==> src/rtl/resource_pool_lock_pkg.sv <==
// resource_pool_lock_pkg: shared sizing helpers and rpl_req field layout.
// Each requester lane in rpl_in is packed as {req, req_issue_id[ID_WIDTH-1:0], release_lock},
// i.e. the bit order of the rpl_req#(ID_WIDTH)::t struct, so lanes from that type connect directly.
package resource_pool_lock_pkg;

  // Bit position of release_lock and LSB of req_issue_id inside a lane; req is the lane MSB.
  localparam int unsigned RPL_REL_BIT = 0;
  localparam int unsigned RPL_ID_LSB  = 1;

  // Index width that stays at least 1 bit when there is a single element.
  function automatic int unsigned idx_w(input int unsigned n);
    return (n > 1) ? $clog2(n) : 1;
  endfunction

  // Width of one packed rpl_req lane.
  function automatic int unsigned rpl_w(input int unsigned id_width);
    return id_width + 2;
  endfunction

endpackage

==> src/rtl/resource_pool_lock_age_picker.sv <==
// rpl_age_picker: combinational oldest-first selector over wrapping issue ids.
// a is older than b when (a-b) mod 2**ID_WIDTH has its MSB set; equal ids keep the lower index.
module rpl_age_picker
  import resource_pool_lock_pkg::*;
#(
  parameter int unsigned NUM_REQ  = 4,
  parameter int unsigned ID_WIDTH = 4,
  localparam int unsigned IDX_W   = idx_w(NUM_REQ)
) (
  input  logic [NUM_REQ-1:0]               valid_i,
  input  logic [NUM_REQ-1:0][ID_WIDTH-1:0] id_i,
  output logic [IDX_W-1:0]                 oldest_o,
  output logic                             any_valid_o
);

  function automatic logic is_older(input logic [ID_WIDTH-1:0] a, input logic [ID_WIDTH-1:0] b);
    logic [ID_WIDTH-1:0] diff;
    diff = a - b;
    return diff[ID_WIDTH-1];
  endfunction

  logic [ID_WIDTH-1:0] best_id;

  // Linear scan: a later index only displaces the current best when strictly older.
  always_comb begin
    any_valid_o = 1'b0;
    oldest_o    = '0;
    best_id     = '0;
    for (int unsigned i = 0; i < NUM_REQ; i++) begin
      if (valid_i[i] && (!any_valid_o || is_older(id_i[i], best_id))) begin
        any_valid_o = 1'b1;
        oldest_o    = IDX_W'(i);
        best_id     = id_i[i];
      end
    end
  end

endmodule

==> src/rtl/resource_pool_lock.sv <==
// resource_pool_lock: responder side of the rpl_req lock protocol.
// Grants NUM_SLOTS identical resources to NUM_REQ requesters, oldest issue_id first,
// one allocation per cycle, held until the owner pulses release_lock.
// Optional build macro: RPL_PERF_CNT_EN adds perf_grants / perf_stall_cycles counters.
module resource_pool_lock
  import resource_pool_lock_pkg::*;
#(
  parameter int unsigned NUM_REQ   = 4,
  parameter int unsigned NUM_SLOTS = 1,
  parameter int unsigned ID_WIDTH  = 4,
  localparam int unsigned REQ_W    = idx_w(NUM_REQ),
  localparam int unsigned SLOT_W   = idx_w(NUM_SLOTS),
  localparam int unsigned CNT_W    = $clog2(NUM_SLOTS + 1),
  localparam int unsigned RPL_W    = rpl_w(ID_WIDTH)
) (
  input  logic                              clk,
  input  logic                              rst_n,
  input  logic [NUM_REQ-1:0][RPL_W-1:0]     rpl_in,
  output logic [NUM_REQ-1:0]                grant,
  output logic [NUM_REQ-1:0][SLOT_W-1:0]    grant_slot,
  output logic [NUM_SLOTS-1:0]              slot_busy,
  output logic [NUM_SLOTS-1:0][REQ_W-1:0]   slot_owner,
  output logic [CNT_W-1:0]                  free_count
`ifdef RPL_PERF_CNT_EN
  ,
  output logic [31:0]                       perf_grants,
  output logic [31:0]                       perf_stall_cycles
`endif
);

  logic [NUM_REQ-1:0]                req_v, rel_v, pending;
  logic [NUM_REQ-1:0][ID_WIDTH-1:0]  req_id;
  logic [REQ_W-1:0]                  win_idx;
  logic                              any_pend;
  logic                              have_free, alloc;
  logic [SLOT_W-1:0]                 free_idx;

  logic [NUM_REQ-1:0]                grant_q, grant_d;
  logic [NUM_REQ-1:0][SLOT_W-1:0]    grant_slot_q, grant_slot_d;
  logic [NUM_SLOTS-1:0]              busy_q, busy_d;
  logic [NUM_SLOTS-1:0][REQ_W-1:0]   owner_q, owner_d;
  logic [CNT_W-1:0]                  free_count_q, free_count_d;

  // Unpack request lanes; owners are never pending, so req+release from an owner cannot re-win this edge.
  always_comb begin
    for (int unsigned r = 0; r < NUM_REQ; r++) begin
      req_v[r]  = rpl_in[r][RPL_W-1];
      req_id[r] = rpl_in[r][RPL_ID_LSB +: ID_WIDTH];
      rel_v[r]  = rpl_in[r][RPL_REL_BIT];
    end
    pending = req_v & ~grant_q;
  end

  rpl_age_picker #(
    .NUM_REQ  (NUM_REQ),
    .ID_WIDTH (ID_WIDTH)
  ) u_picker (
    .valid_i     (pending),
    .id_i        (req_id),
    .oldest_o    (win_idx),
    .any_valid_o (any_pend)
  );

  // Lowest-index free slot, looking only at registered occupancy so a slot freed this edge is not reused.
  always_comb begin
    have_free = 1'b0;
    free_idx  = '0;
    for (int unsigned s = 0; s < NUM_SLOTS; s++) begin
      if (!busy_q[s] && !have_free) begin
        have_free = 1'b1;
        free_idx  = SLOT_W'(s);
      end
    end
    alloc = have_free && any_pend;
  end

  // Next-state owner table: apply every owner release, then at most one allocation.
  always_comb begin
    grant_d      = grant_q;
    grant_slot_d = grant_slot_q;
    busy_d       = busy_q;
    owner_d      = owner_q;
    for (int unsigned r = 0; r < NUM_REQ; r++) begin
      if (grant_q[r] && rel_v[r]) begin
        grant_d[r]                = 1'b0;
        grant_slot_d[r]           = '0;
        busy_d[grant_slot_q[r]]   = 1'b0;
        owner_d[grant_slot_q[r]]  = '0;
      end
    end
    if (alloc) begin
      grant_d[win_idx]      = 1'b1;
      grant_slot_d[win_idx] = free_idx;
      busy_d[free_idx]      = 1'b1;
      owner_d[free_idx]     = win_idx;
    end
    free_count_d = '0;
    for (int unsigned s = 0; s < NUM_SLOTS; s++) begin
      free_count_d = free_count_d + CNT_W'(!busy_d[s]);
    end
  end

  // Registered ownership state and outputs.
  always_ff @(posedge clk or negedge rst_n) begin
    if (!rst_n) begin
      grant_q      <= '0;
      grant_slot_q <= '0;
      busy_q       <= '0;
      owner_q      <= '0;
      free_count_q <= CNT_W'(NUM_SLOTS);
    end else begin
      grant_q      <= grant_d;
      grant_slot_q <= grant_slot_d;
      busy_q       <= busy_d;
      owner_q      <= owner_d;
      free_count_q <= free_count_d;
    end
  end

  assign grant      = grant_q;
  assign grant_slot = grant_slot_q;
  assign slot_busy  = busy_q;
  assign slot_owner = owner_q;
  assign free_count = free_count_q;

`ifdef RPL_PERF_CNT_EN
  logic [31:0] perf_grants_q, perf_stall_q;

  // Saturating observation counters; they read arbitration signals but never feed back.
  always_ff @(posedge clk or negedge rst_n) begin
    if (!rst_n) begin
      perf_grants_q <= '0;
      perf_stall_q  <= '0;
    end else begin
      if (alloc && (perf_grants_q != '1)) perf_grants_q <= perf_grants_q + 32'd1;
      if (any_pend && (free_count_q == '0) && (perf_stall_q != '1)) perf_stall_q <= perf_stall_q + 32'd1;
    end
  end

  assign perf_grants       = perf_grants_q;
  assign perf_stall_cycles = perf_stall_q;
`endif

endmodule

==> config.mk <==
export PLATFORM = sky130hd
export DESIGN_NAME = resource_pool_lock
export DESIGN_NICKNAME = d
export VERILOG_FILES = /design/src/rtl/resource_pool_lock_pkg.sv /design/src/rtl/resource_pool_lock_age_picker.sv /design/src/rtl/resource_pool_lock.sv
export SDC_FILE = /design/constraint.sdc
export NUM_CORES = 1
export LEC_CHECK = 0
export BUFFER_PORTS_ARGS = -buffer_cell sky130_fd_sc_hd__clkbuf_2
export CAP_MARGIN = 30
export CORE_MARGIN = 2
export CORE_UTILIZATION = 54
export DETAILED_ROUTE_END_ITERATION = 8
export GPL_TIMING_DRIVEN = 0
export HOLD_SLACK_MARGIN = 0.02
export PLACE_DENSITY_LB_ADDON = 0.15
export SETUP_SLACK_MARGIN = 0.05
export SYNTH_ARGS = -nofsm -noshare
export SYNTH_HDL_FRONTEND = slang
export SYNTH_SLANG_ARGS = --single-unit
==> constraint.sdc <==
create_clock -name clk -period 11.9 [get_ports clk]
set_clock_uncertainty 0.05 [all_clocks]
set_input_delay 0 -clock clk [delete_from_list [all_inputs] [get_ports clk]]
set_output_delay 0 -clock clk [all_outputs]
set_load 0.1 [all_outputs]
**Word-level counts from Yosys, hierarchy flattened**

Index checks and enable logic that the tools add are counted.
Widths: inputs -> output; s select.

- Bits of input ports: 26
- Output and inout port bits: 12
- Register bits after elaboration: 12

- Magnitude comparators: 10
- Bitwise operators: 21
- Reductions and logical operators: 20
- Multiplexer cells: 41
- Add/sub/neg operators: 3

Operators with widths:

| kind | number |
|---|---|
| $mux 1 | 24 |
| $mux 2 | 11 |
| $mux 4 | 5 |
| $logic_and 1x1->1 | 13 |
| $sub 4x4->4 | 3 |
| $and 2x2->2 | 4 |
| $and 4x4->4 | 2 |
| $not 2->2 | 4 |
| $not 4->4 | 2 |
| $and 1x1->1 | 4 |
| $ge 1x1->1 const B | 4 |
| $logic_not 1->1 | 4 |
| $lt 1x1->1 const B | 4 |
| $not 1->1 | 4 |
| $or 4x4->4 | 1 |
| $logic_or 1x1->1 | 3 |
| $lt 2x3->1 const B | 1 |
| $demux 1 s2 | 1 |
| $ge 2x1->1 const B | 1 |

**Longest topological paths before layout**

Gate-level depths: netlist (run 1).

- Depth in word-level cells: 22
- Mapped depth: 26
- Gate-level depth less buffers: 25

**By module**

From an unflattened synthesis (run 1), not the netlist that was laid out.

- Cells, all modules: 141
- Area total of the unflattened synthesis: 1,147.4 µm²

Modules (own cells, without submodules):

| module | sequential area each (µm²) | times used | cells an instance | area an instance (µm²) |
|---|---|---|---|---|
| rpl_age_picker | 0.0 | 1 | 92 | 631.9 |
| resource_pool_lock | 301.5 | 1 | 49 | 515.5 |

**Least setup slack after synthesis (run 1)**

No wires, ideal clock.

- Path type: register to register
- Start point: reg grant_q[0] (netlist: grant[0])
- End point: reg grant_q[1] (netlist: grant[1])
- Arrival: 5.978 ns
- Slack: 5.749 ns
- Cell stages (with the launch flop): 26
- Required time: 11.727 ns
- Buffers on the path: 1
- Period minus slack after synthesis: 6.151 ns
- Setup time: 0.123 ns
- Cells stage by stage: dfrtp_1 -> and2b_2 -> buf_6 -> nand2_1 -> ha_1 -> a21oi_2 -> o21a_1 -> o21ai_0 -> nor2_1 -> nor2_1 -> a21oi_1 -> ha_1 -> a211o_1 -> or2_2 -> o22a_2 -> mux2i_1 -> nand2_1 -> a21o_1 -> ha_1 -> o21ai_0 -> or2b_2 -> and2b_2 -> a32oi_1 -> xor2_1 -> nand3_2 -> a32o_1

- Cells in the longest elaborated chain, start to end: 21
- Elaborated cells between the ends (all ways): 32
- Classes of those cells: add/sub (3); order compare (2); mux (13); bitwise (3); reduce/logical (11)

RTL lines:

| what | line | text |
|---|---|---|
| start: declaration | resource_pool_lock.sv:38 | `logic [NUM_REQ-1:0] grant_q, grant_d;` |
| start signal: assignment | resource_pool_lock.sv:112 | `grant_q <= grant_d;` |
| $not 4->4 * | resource_pool_lock.sv:51 | `pending = req_v & ~grant_q;` |
| $and 4x4->4 * | resource_pool_lock.sv:51 |  |
| $mux 4 / $mux 1 (equally long branches) | resource_pool_lock_age_picker.sv:30 | `if (valid_i[i] && (!any_valid_o \|\| is_older(id_i[i], best_id))) begin` |
| $sub 4x4->4 / $logic_not 1->1 (equally long branches) | resource_pool_lock_age_picker.sv:18, resource_pool_lock_age_picker.sv:30 |  |
| $logic_or 1x1->1 | resource_pool_lock_age_picker.sv:30 |  |
| $logic_and 1x1->1 | resource_pool_lock_age_picker.sv:30 |  |
| $mux 4 / $mux 1 (equally long branches) | resource_pool_lock_age_picker.sv:30 |  |
| $sub 4x4->4 / $logic_not 1->1 (equally long branches) | resource_pool_lock_age_picker.sv:18, resource_pool_lock_age_picker.sv:30 |  |
| [6 not listed] | -- |  |
| $mux 2 | resource_pool_lock_age_picker.sv:30 |  |
| $lt 2x3->1 (not written as such) / $ge 2x1->1 (equally long branches) | resource_pool_lock.sv:92 | `grant_d[win_idx] = 1'b1;` |
| $logic_and 1x1->1 (not written as such) | resource_pool_lock.sv:92 |  |
| $mux 1 (not written as such) | resource_pool_lock.sv:92 |  |
| $demux 1 s2 | resource_pool_lock.sv:92 |  |
| $or 4x4->4 (no line) | -- |  |
| $mux 4 * | resource_pool_lock.sv:91 | `if (alloc) begin` |
| via grant_d[1] | resource_pool_lock.sv:38 |  |

Mark *: on every way through the listed nets, which the timed path passes. The rest lies on a longest branch.

**Worst setup path in the final report (run 1)**

Same ends and word-level chain as after synthesis.

==> results of run 1 <==
-- cell type report --
cell class                 instances  area [um2]
tap                               27        33.8
buffer                             1        11.3
fill                             160         523
clock buffer                       4        36.3
timing repair buffer              42         235
sequential                        12         302
multi-input combinational        116         815
inverter                           7        26.3
-- critical path: cells and delay by family, from the launching register on --
kind	cells	cell delay [ns]
flip-flops	1	0.44
AND/OR/NAND/NOR	9	1.91
multiplexers	1	0.19
AO/OA/AOI/OAI	10	2.29
buffers and inverters	1	0.12
XOR/XNOR	1	0.27
adder cells (fa/ha/maj)	3	0.86
-- worst paths after layout --
check	end	cells past startpoint	slack (ns)
max in group asynchronous	free_count	2	11.45
max	grant[1]	25	5.67
max reg2reg	grant[1]	25	5.67
min	grant_slot[0]	3	0.04
min reg2reg	grant_slot[0]	2	0.48
min in group asynchronous	grant_slot[0]	2	0.08
-- power by group --
group | internal, uW | total [uW] | leakage [uW] | switching [uW]
sequential | 55.5 | 68.8 | 0.000154 | 13.3
combinational | 75.1 | 262 | 0.000544 | 187
clock | 18.6 | 31.9 | 0.0000210 | 13.3
total | 149 | 362 | 0.000719 | 213
-- kinds of logic after synthesis --
family | Yosys count | share of synthesized area
AOI/OAI and AO/OA | 47 | 0.321
xor gates and xnor gates | 6 | 0.0456
adders and majority gates | 6 | 0.0651
buffers and inverters | 8 | 0.0325
DFF | 12 | 0.261
muxes | 1 | 0.00868
and+or+nand+nor | 56 | 0.266
-- placed cells by master, fill, tap and decap left out, types with 4 or more instances in the layout --
cell and count:
sky130_fd_sc_hd__dlygate4sd3_1 5, sky130_fd_sc_hd__o21ai_0 7, sky130_fd_sc_hd__clkbuf_2 37, sky130_fd_sc_hd__inv_1 7, sky130_fd_sc_hd__nor2_1 14, sky130_fd_sc_hd__dfrtp_1 11, sky130_fd_sc_hd__xnor2_1 4, sky130_fd_sc_hd__or2b_2 4
sky130_fd_sc_hd__ha_1 6, sky130_fd_sc_hd__nand2_1 18, sky130_fd_sc_hd__a21oi_1 9
-- state kept, by name, indices dropped and copies added, names as in the netlist --
| signal | cells |
|---|---|
| slot_owner | 2 |
| free_count | 1 |
| slot_busy | 1 |
| grant_slot | 4 |
| grant | 4 |
-- through the flow --
step | hold slack, ns | total power (uW) | setup slack, ns | util
2_1_floorplan | -0.346 | 281 | 5.75 | -
6_report | 0.0355 | 362 | 5.67 | 0.736
3_5_place_dp | -0.157 | 330 | 5.64 | 0.693
5_1_grt | 0.0427 | 386 | 5.18 | 0.736
4_1_cts | 0.0273 | 363 | 5.62 | 0.736
3_3_place_gp | -0.158 | 321 | 5.79 | 0.693
-- what timing repair did --
action,4_1_cts,5_1_grt
hold buffers,5,0
endpoints found under the hold margin,19,0
setup endpoints to repair,0,0
-- routing by layer --
metal | part of all wire | track usage | up-vias
met2 | 0.54 | 0.489 | 33
met5 | 0 | 0 | -
li1 | - | - | 601
met1 | 0.41 | 0.269 | 562
met4 | 0.011 | 0.0833 | 0
met3 | 0.045 | 0.0268 | 5
==> results.md, run 1 <==
- Run status: finished, final reports clean
- Origin of the worst setup path: grant[0]
- Final hold violation count: 0
- Core Rows: 16
- Maximum number of pins on one net before global-route repair: 13
- CTS H-tree depth: 1
- # Post-CTS Setup Buffers: 0
- Slowest cell on crit path: sky130_fd_sc_hd__dfrtp_1
- Count of vias placed by the detailed router: 1,201
- Final antenna diode count: 0
- Most repeated cell in the gate-level netlist after synthesis: sky130_fd_sc_hd__nand2_1
- Number of failing setup endpoints in the final timing report: 0
- Number of flops mapped to enable cells by yosys: 0
- Avg WL per Cell: 13.2 um
- Core Region: 1980 um2
- Net count after synthesis: 168
- Class of the tightest hold or removal check: primary input to flip-flop
- Latest clock arrival within the worst-skew pair: 0.27 ns
- Distinct cells, synth: 48
- Maximum achievable frequency: 0.160 GHz
- HPWL Detailed: 2300 um
- Global-route wire length before repair: 4930 um
- Total global routing track utilization: 0.249
- Post-synth top area share: 0.239
- Sequential area share after synthesis: 0.261
- Worst reg2reg startpoint: grant[0]
- Remaining design rule violation count: 0
- Iter 0 DRT Violations: 25
- Die height: 50.2 um
- Sum of overflow across all layers after global routing: 0
- Total Routed Length: 2760 um
- Total negative setup slack: 0 ns
- Synth warn: 0
- Fraction of layout cells with a size suffix above 1: 0.352
- Clock-pin slew on the worst setup and hold paths: 0.07 ns
- Slew at the pin closest to its max-slew limit: 0.545 ns
- Root cell of the clock tree: sky130_fd_sc_hd__clkbuf_4
- Final clock period utilization by the worst path: 0.524
- Post-Layout Cell Count: 209
- Setup CP Type: flip-flop to flip-flop
- Die area: 2520 um2
- Gate count after technology mapping: 136
- Post-route minimum period: 6.23 ns
- Number of antenna violations at the first check in global routing: 0
- Critical path arrival: 6.34 ns
- Effective utilization at floorplan: 0.582
- CP max FO: 9
- Count of buffers inserted at the top-level ports: 37
- Clk sinks: 12
- Routability cong.: 0.879
- First-pass detailed-route iteration total: 4
- Number of nets in the layout: 215
- Top cells by area, synth: sky130_fd_sc_hd__dfrtp_1, sky130_fd_sc_hd__ha_1, sky130_fd_sc_hd__nand2_1, sky130_fd_sc_hd__nor2_1, sky130_fd_sc_hd__a21oi_1
- Leading register cell type out of synthesis: sky130_fd_sc_hd__dfrtp_1
- Power Density: 248 nW/um2
- Horizontal extent of the die: 50.2 um
- Cell area after layout: 1460 um2
- Number of gates given a new drive strength after cts: 0
- Max-cap violations: 0
- Maximum number of buffers from clock root to sink: 2
- RSZ-0062 raised after global routing: false
- Remaining number of nets flagged by the antenna check after routing: 0
- Slew margin rel.: 0.638
- Lkg Pwr: 0.000719 uW
- Placed Cells: 200
- Kind of end point of the critical path: flip-flop
- Count of pins over their slew limit: 0
- Post-synthesis instance area: 1150 um2
- CTS buffer count: 3
- Mean Syn Cell Area: 8.48 um2
- Proportion of register bits with asynchronous set or reset after synthesis: 1.00
- Crit path required time: 12.01 ns
- Startpoint of the lowest-slack hold path: rpl_in[23]
- Ports: 38
- Synth-to-Final Area Change: 26.5%
- Crit path launch type: flip-flop
- Clock tree from TritonCTS: built
- Most frequent cells after synthesis: sky130_fd_sc_hd__nand2_1, sky130_fd_sc_hd__nor2_1, sky130_fd_sc_hd__dfrtp_1, sky130_fd_sc_hd__a21oi_1
- Number of global-route vias before repair: 1,242
- Peak VDD IR: 0.178 mV
- Crit-path max cell delay: 0.44 ns
- Via density per instance: 5.75
- Placed standard-cell area: 1370 um2
- Worst path most repeated cell: sky130_fd_sc_hd__ha_1
- Synth Register Bits: 12
- Biggest area consumer among synthesized cells: sky130_fd_sc_hd__dfrtp_1
Power figures use the tool's default switching activity.
==> run 2, diff against run 1 <==
--- a/config.mk
+++ b/config.mk
@@ -8,7 +8,7 @@
 export BUFFER_PORTS_ARGS = -buffer_cell sky130_fd_sc_hd__clkbuf_2
 export CAP_MARGIN = 30
 export CORE_MARGIN = 2
-export CORE_UTILIZATION = 54
+export CORE_UTILIZATION = 50
 export DETAILED_ROUTE_END_ITERATION = 8
 export GPL_TIMING_DRIVEN = 0
 export HOLD_SLACK_MARGIN = 0.02
==> constraint.sdc (replaced) <==
create_clock -name clk -period 5.8 [get_ports clk]
set_clock_uncertainty 0.05 [all_clocks]
set_input_delay 0 -clock clk [delete_from_list [all_inputs] [get_ports clk]]
set_output_delay 0 -clock clk [all_outputs]
set_load 0.1 [all_outputs]
==> run 2 against run 1 <==
  * Register-to-register slack lost 5.4 ns
  * Cell count grew 8.1%
  * Global-route usage decreased by 0.21 points
  * Routed wire length is 18% higher
  * Clock power grew 75%
  * Setup slack got worse by 5.4 ns
  * Highest routed layer unchanged
==> results.md, run 2 (synthesized netlist as in run 1, its figures left out) <==
- Power Density: 505 nW/um2 (+100%)
- Placed Cells: 201 (+0.50%)
- Number of antenna violations at the first check in global routing: 0 (unchanged)
- Synth-to-Final Area Change: 46.9%
- Net switching component of the power: 485 uW (+130%)
- Latest clock arrival within the worst-skew pair: 0.28 ns (about the same)
- CTS buffer count: 3 (unchanged)
- Clock-pin slew on the worst setup and hold paths: 0.08 ns (about the same)
- Horizontal extent of the die: 52.0 um (+3.6%)
- Die height: 52.0 um (+3.6%)
- Core Region: 2190 um2 (+11%)
- Internal power: 371 uW (+150%)
- Avg WL per Cell: 14.4 um (+9.2%)
- Area occupied by multi-input gates: 935 um2 (+15%)
- Critical path arrival: 5.70 ns (-0.64 ns)
- Core Rows: 17 (+1)
- Setup CP Type: flip-flop to flip-flop
- Remaining number of nets flagged by the antenna check after routing: 0 (unchanged)
- Clock tree from TritonCTS: built
- Number of global-route vias before repair: 1,183 (-4.8%)
- Maximum number of buffers from clock root to sink: 2 (unchanged)
- Slew margin rel.: 0.636 (-0.00235)
- Effective utilization at floorplan: 0.527 (-0.0555)
- Cell depth of the worst flop-to-flop path: 25 (unchanged)
- Proportion of power drawn by flip-flops and latches: 0.163 (-0.027)
- Post-route minimum period: 5.57 ns (-0.660 ns)
- Peak VDD IR: 0.402 mV (+130%)
- Count of pins over their slew limit: 0 (unchanged)
- Terminus of the critical flop-to-flop path: grant[1]
- Iter 0 DRT Violations: 22 (-12%)
- Setup slack, reg-to-reg: 0.23 ns (-5.44 ns)
- Number of failing setup endpoints in the final timing report: 0 (unchanged)
- Post-Layout Cell Count: 226 (+8.1%)
- Die area: 2710 um2 (+7.4%)
- FF/Latch Area: 305 um2 (+1.2%)
- RSZ-0062 raised after global routing: false
- First-pass detailed-route iteration total: 4 (unchanged)
- Post-layout total power: 856 uW (+140%)
- Root cell of the clock tree: sky130_fd_sc_hd__clkbuf_4
- Core occupancy in the finished layout: 0.773 (+0.0372)
- Startpoint of the lowest-slack hold path: rpl_in[23]
- Final hold violation count: 0 (unchanged)
- Combinational Power Share: 0.772 (+0.050)
- Most common library cell in the layout ignoring fill and taps: sky130_fd_sc_hd__clkbuf_2
- Hold Path Depth: 3 (unchanged)
- Routability cong.: 0.792 (-9.9%)
- Clk sinks: 12 (unchanged)
- Endpoint, Worst Hold: grant_slot[0]
- Run status: finished, final reports clean
- Class of the tightest hold or removal check: primary input to flip-flop
- Total Routed Length: 3260 um (+18%)
- Fraction of power consumed by the clock network: 0.065 (-0.023)
- Total negative setup slack: 0 ns (unchanged)
- Max-cap violations: 0 (unchanged)
- CP max FO: 8 (-1)
- CTS H-tree depth: 1 (unchanged)
- Crit path launch type: flip-flop
- Commonest non-fill, non-tap cells in the layout: sky130_fd_sc_hd__clkbuf_2, sky130_fd_sc_hd__buf_4, sky130_fd_sc_hd__nand2_1
- Total global routing track utilization: 0.247 (-0.00208)
- Via density per instance: 5.75 (+0.10%)
- Count of buffers inserted at the top-level ports: 37 (unchanged)
- Global-route wire length before repair: 5040 um (+2.3%)
- Lkg Pwr: 0.000799 uW (+11%)
- Sum of overflow across all layers after global routing: 0 (unchanged)
- Remaining design rule violation count: 0 (unchanged)
- Maximum achievable frequency: 0.179 GHz (+12%)
- Slew at the pin closest to its max-slew limit: 0.548 ns (+0.00354 ns)
- Count of vias placed by the detailed router: 1,300 (+8.2%)
- HPWL Detailed: 2270 um (-1.6%)
- Final antenna diode count: 0 (unchanged)
- Crit-path max cell delay: 0.47 ns (+0.03 ns)
- Filler Cells Inserted: 165 (+3.1%)
- Maximum number of pins on one net before global-route repair: 13 (unchanged)
- Number of nets in the layout: 231 (+7.4%)
- Fraction of layout cells with a size suffix above 1: 0.490 (+0.138)
- Net switching fraction of the power: 0.566 (-0.0221)
- Worst reg2reg startpoint: grant[0]
- Ports: 38 (unchanged)
- Slowest cell on crit path: sky130_fd_sc_hd__dfrtp_4
- Final clock period utilization by the worst path: 0.961 (+0.437)
- Crit path required time: 5.92 ns (-6.09 ns)
- Kind of end point of the critical path: flip-flop
==> run 2: cell count changes in the layout (fill, tap and decap cells not counted), sizes merged <==
cell / before / now
buf: 1 / 17
==> run 2: area by class of cell <==
class | count | area share
clock buffer | 4 | 0.0155
buffer | 1 | 0.00665
sequential | 12 | 0.180
tap | 28 | 0.0207
timing repair buffer | 58 | 0.210
multi-input combinational | 116 | 0.552
inverter | 7 | 0.0155
==> run 2: worst max-delay path: cells and delay by family, from the launching register on <==
family                   cells  cell delay, ns
multiplexers                 1            0.22
AO/OA/AOI/OAI               10            1.92
AND/OR/NAND/NOR              8            1.49
XOR/XNOR                     1            0.28
adder cells (fa/ha/maj)      3            0.78
flip-flops                   1            0.47
buffers and inverters        2            0.24
==> run 2: repair_timing <==
item	4_1_cts	5_1_grt
gates resized for setup	8	17
hold endpoints to repair	20	0
pin swaps	7	14
hold buffers	5	0
buffers inserted	9	7
setup endpoints to repair	10	10
==> run 2: worst max-delay path by stage <==
| stage | slack, ns | from | cells after the start | end |
|---|---|---|---|---|
| after floorplan | 0.05 | grant[0] | 25 | grant[1] |
| after global placement | -0.27 | grant[0] | 25 | grant[1] |
| after detailed placement | -0.38 | grant[0] | 25 | grant[1] |
| after CTS | 0.06 | grant[0] | 25 | grant[1] |
| after global routing | 0.06 | grant[0] | 25 | grant[1] |
| final | 0.23 | grant[0] | 25 | grant[1] |
==> run 2: metal layers <==
layer	vias to the layer above	part of all wire	track usage
met5	-	0	0
met1	609	0.43	0.309
li1	636	-	-
met4	0	0.0061	0.0351
met3	5	0.059	0.0460
met2	50	0.50	0.445
==> run 2: power by group through the flow <==
stage          combinational [uW]  clock, uW  sequential (uW)
2_1_floorplan                 246          0              335
3_3_place_gp                  523          0              142
3_5_place_dp                  536          0              143
4_1_cts                       588       56.2              141
5_1_grt                       704       60.3              142
6_report                      661       55.9              139
==> run 2: through the flow <==
step	setup slack, ns	hold WS, ns	area, um2
floorplan	0.0505	-0.346	1160
global placement	-0.273	-0.156	1380
detailed placement	-0.382	-0.150	1380
CTS	0.0620	0.0335	1560
global route	0.0570	0.0712	1690
finish	0.225	0.0625	1690
==> run 3, diff against run 2 <==
--- a/config.mk
+++ b/config.mk
@@ -10,7 +10,6 @@
 export CORE_MARGIN = 2
 export CORE_UTILIZATION = 50
 export DETAILED_ROUTE_END_ITERATION = 8
-export GPL_TIMING_DRIVEN = 0
 export HOLD_SLACK_MARGIN = 0.02
 export PLACE_DENSITY_LB_ADDON = 0.15
 export SETUP_SLACK_MARGIN = 0.05
==> run 3 against run 2 <==
  * Highest routed layer unchanged
  * Total power is 3.5% lower
  * Clock power is 0.7% lower
  * Combinational power is 4.5% lower
  * Setup slack better by 0.044 ns
  * Non-clock buffer count stayed put
  * Clock-buffer cell count stayed put
  * Utilization is 1.1 points lower
  * Flip-flop and latch count stayed put
  * Critical path depth stayed put
  * Global-route usage is 1.0 points lower
  * First-iteration DRC count is 41% higher
==> results.md, run 3 (synthesized netlist as in run 1, its figures left out) <==
- Ports: 38 (unchanged)
- Internal power: 353 uW (-4.9%)
- Remaining design rule violation count: 0 (unchanged)
- Total Routed Length: 3180 um (-2.5%)
- Slew at the pin closest to its max-slew limit: 0.543 ns (-0.00591 ns)
- Final hold violation count: 0 (unchanged)
- Total global routing track utilization: 0.236 (-0.0105)
- Count of vias placed by the detailed router: 1,273 (-2.1%)
- Final clock period utilization by the worst path: 0.954 (-0.00763)
- Clock tree from TritonCTS: built
- Number of global-route vias before repair: 1,170 (-1.1%)
- Max-cap violations: 0 (unchanged)
- Core Rows: 17 (unchanged)
- Clk sinks: 12 (unchanged)
- Placed standard-cell area: 1460 um2 (+5.7%)
- Avg WL per Cell: 14.1 um (-2.5%)
- Post-Layout Cell Count: 226 (unchanged)
- Horizontal extent of the die: 52.0 um (unchanged)
- Class of the tightest hold or removal check: primary input to asynchronous set/reset pin
- Number of antenna violations at the first check in global routing: 0 (unchanged)
- Fraction of layout cells with a size suffix above 1: 0.470 (-0.0202)
- CTS H-tree depth: 1 (unchanged)
- Terminus of the critical flop-to-flop path: grant[1]
- Number of nets in the layout: 231 (unchanged)
- Effective utilization at floorplan: 0.527 (unchanged)
- Count of pins over their slew limit: 0 (unchanged)
- Filler Cells Inserted: 166 (+0.61%)
- Clock-pin slew on the worst setup and hold paths: 0.08 ns (about the same)
- Cell depth of the worst flop-to-flop path: 25 (unchanged)
- Slew margin rel.: 0.640 (+0.00392)
- HPWL Detailed: 2460 um (+8.5%)
- Setup CP Type: flip-flop to flip-flop
- Power Density: 495 nW/um2 (-2.0%)
- Setup slack, reg-to-reg: 0.27 ns (+0.04 ns)
- Core Region: 2190 um2 (unchanged)
- Routability cong.: 0.850 (+7.3%)
- Cell area after layout: 1670 um2 (-1.5%)
- Latest clock arrival within the worst-skew pair: 0.28 ns (about the same)
- Placed Cells: 212 (+5.5%)
- Die height: 52.0 um (unchanged)
- CTS buffer count: 3 (unchanged)
- Critical path arrival: 5.65 ns (-0.05 ns)
- Via density per instance: 5.63 (-2.1%)
- Slack of the critical path: 0.270 ns (+0.0442 ns)
- Count of buffers inserted at the top-level ports: 37 (unchanged)
- Lkg Pwr: 0.000791 uW (-1.1%)
- Maximum achievable frequency: 0.181 GHz (+0.80%)
- Combinational Power Share: 0.764 (-0.008)
- Pre-CTS worst setup slack: -0.0555 ns (+0.326 ns)
- Crit path launch type: flip-flop
- Synth-to-Final Area Change: 44.7%
- Run status: finished, final reports clean
- First-pass detailed-route iteration total: 4 (unchanged)
- Remaining number of nets flagged by the antenna check after routing: 0 (unchanged)
- Post-route minimum period: 5.53 ns (-0.0442 ns)
- Iter 0 DRT Violations: 31 (+41%)
- Kind of end point of the critical path: flip-flop
- Number of failing setup endpoints in the final timing report: 0 (unchanged)
- Net switching fraction of the power: 0.572 (+0.00624)
- Final antenna diode count: 0 (unchanged)
- Fraction of power consumed by the clock network: 0.067 (+0.002)
- Maximum number of buffers from clock root to sink: 2 (unchanged)
- Most common library cell in the layout ignoring fill and taps: sky130_fd_sc_hd__clkbuf_2
- Net switching component of the power: 473 uW (-2.4%)
- Commonest non-fill, non-tap cells in the layout: sky130_fd_sc_hd__clkbuf_2, sky130_fd_sc_hd__buf_4, sky130_fd_sc_hd__nand2_1
- Crit path required time: 5.92 ns (about the same)
- Proportion of power drawn by flip-flops and latches: 0.169 (+0.006)
- Maximum number of pins on one net before global-route repair: 13 (unchanged)
- Peak VDD IR: 0.457 mV (+14%)
- Global-route wire length before repair: 4870 um (-3.3%)
- CP max FO: 6 (-2)
- Die area: 2710 um2 (unchanged)
- Root cell of the clock tree: sky130_fd_sc_hd__clkbuf_4
- Worst reg2reg startpoint: grant[0]
- Sum of overflow across all layers after global routing: 0 (unchanged)
run 3: cell types whose count changed in the layout (fill, tap and decap cells not counted), sizes merged:
cell / change
dlygate4sd3: +1
buf: -1
run 3: layer usage:
layer / vias up / global-route usage / routed length, um
li1: 635 / - / -
met5: - / 0 / 0
met2: 44 / 0.405 / 1590
met4: 0 / 0.0439 / 14
met1: 592 / 0.308 / 1370
met3: 2 / 0.0460 / 198
run 3: what timing repair did:
| action | 4_1_cts | 5_1_grt |
|---|---|---|
| pin swaps | 2 | 6 |
| resized for setup | 1 | 16 |
| hold buffers | 6 | 0 |
| setup endpoints to repair | 4 | 10 |
| gates cloned | 0 | 0 |
| endpoints found under the hold margin | 20 | 0 |
| setup buffers | 1 | 3 |
run 3: worst max path at each step:
stage                         from       endpoint  slack (ns)
after global routing      grant[0]  grant_slot[1]       -0.05
after floorplan           grant[0]       grant[1]        0.05
after detailed placement  grant[0]       grant[1]       -0.06
after global placement    grant[0]       grant[1]        0.13
final                     grant[0]       grant[1]        0.27
after CTS                 grant[0]  grant_slot[1]        0.06
run 3: worst max-delay path, stage by stage, from the launching register on:
cell                      delay (ns)
sky130_fd_sc_hd__dfrtp_4        0.47
sky130_fd_sc_hd__and2b_2        0.25
sky130_fd_sc_hd__nand2_1        0.11
sky130_fd_sc_hd__ha_4           0.29
sky130_fd_sc_hd__nand2_2        0.07
sky130_fd_sc_hd__o21a_1         0.20
sky130_fd_sc_hd__o21ai_2        0.14
sky130_fd_sc_hd__nor2_2         0.06
sky130_fd_sc_hd__buf_4          0.15
sky130_fd_sc_hd__nor2_1         0.12
sky130_fd_sc_hd__a21oi_2        0.07
sky130_fd_sc_hd__ha_1           0.20
sky130_fd_sc_hd__a211o_1        0.34
sky130_fd_sc_hd__or2_2          0.30
sky130_fd_sc_hd__o22a_2         0.24
sky130_fd_sc_hd__mux2i_2        0.22
sky130_fd_sc_hd__nand2_2        0.12
sky130_fd_sc_hd__a21o_1         0.21
sky130_fd_sc_hd__ha_1           0.26
sky130_fd_sc_hd__o21ai_0        0.13
sky130_fd_sc_hd__or2b_2         0.32
sky130_fd_sc_hd__and2b_2        0.20
sky130_fd_sc_hd__a32oi_2        0.25
sky130_fd_sc_hd__xor2_2         0.25
sky130_fd_sc_hd__nand3_4        0.13
sky130_fd_sc_hd__a32o_1         0.27
run 3: per-stage QoR:
step | setup TNS [ns] | utilization | total power, uW | hold WS [ns]
finish | 0 | 0.762 | 826 | 0.0822
global route | -0.114 | 0.762 | 882 | 0.0979
CTS | 0 | 0.710 | 775 | 0.0736
detailed placement | -0.0555 | 0.666 | 708 | -0.157
global placement | 0 | 0.666 | 691 | -0.158
floorplan | 0 | - | 581 | -0.346
run 3: layout make-up:
class	count	area (um2)	share of cell area
timing repair buffer	59	365	0.219
clock buffer	4	26.3	0.0157
multi-input combinational	116	911	0.546
sequential	12	305	0.183
tap	28	35.0	0.0210
inverter	7	26.3	0.0157
run 3: power by group through the flow:
stage	logic (uW)	clock network (uW)	registers, uW
global route	679	59.6	144
CTS	578	57.1	139
global placement	552	0	139
finish	631	55.5	139
detailed placement	567	0	141
floorplan	246	0	335
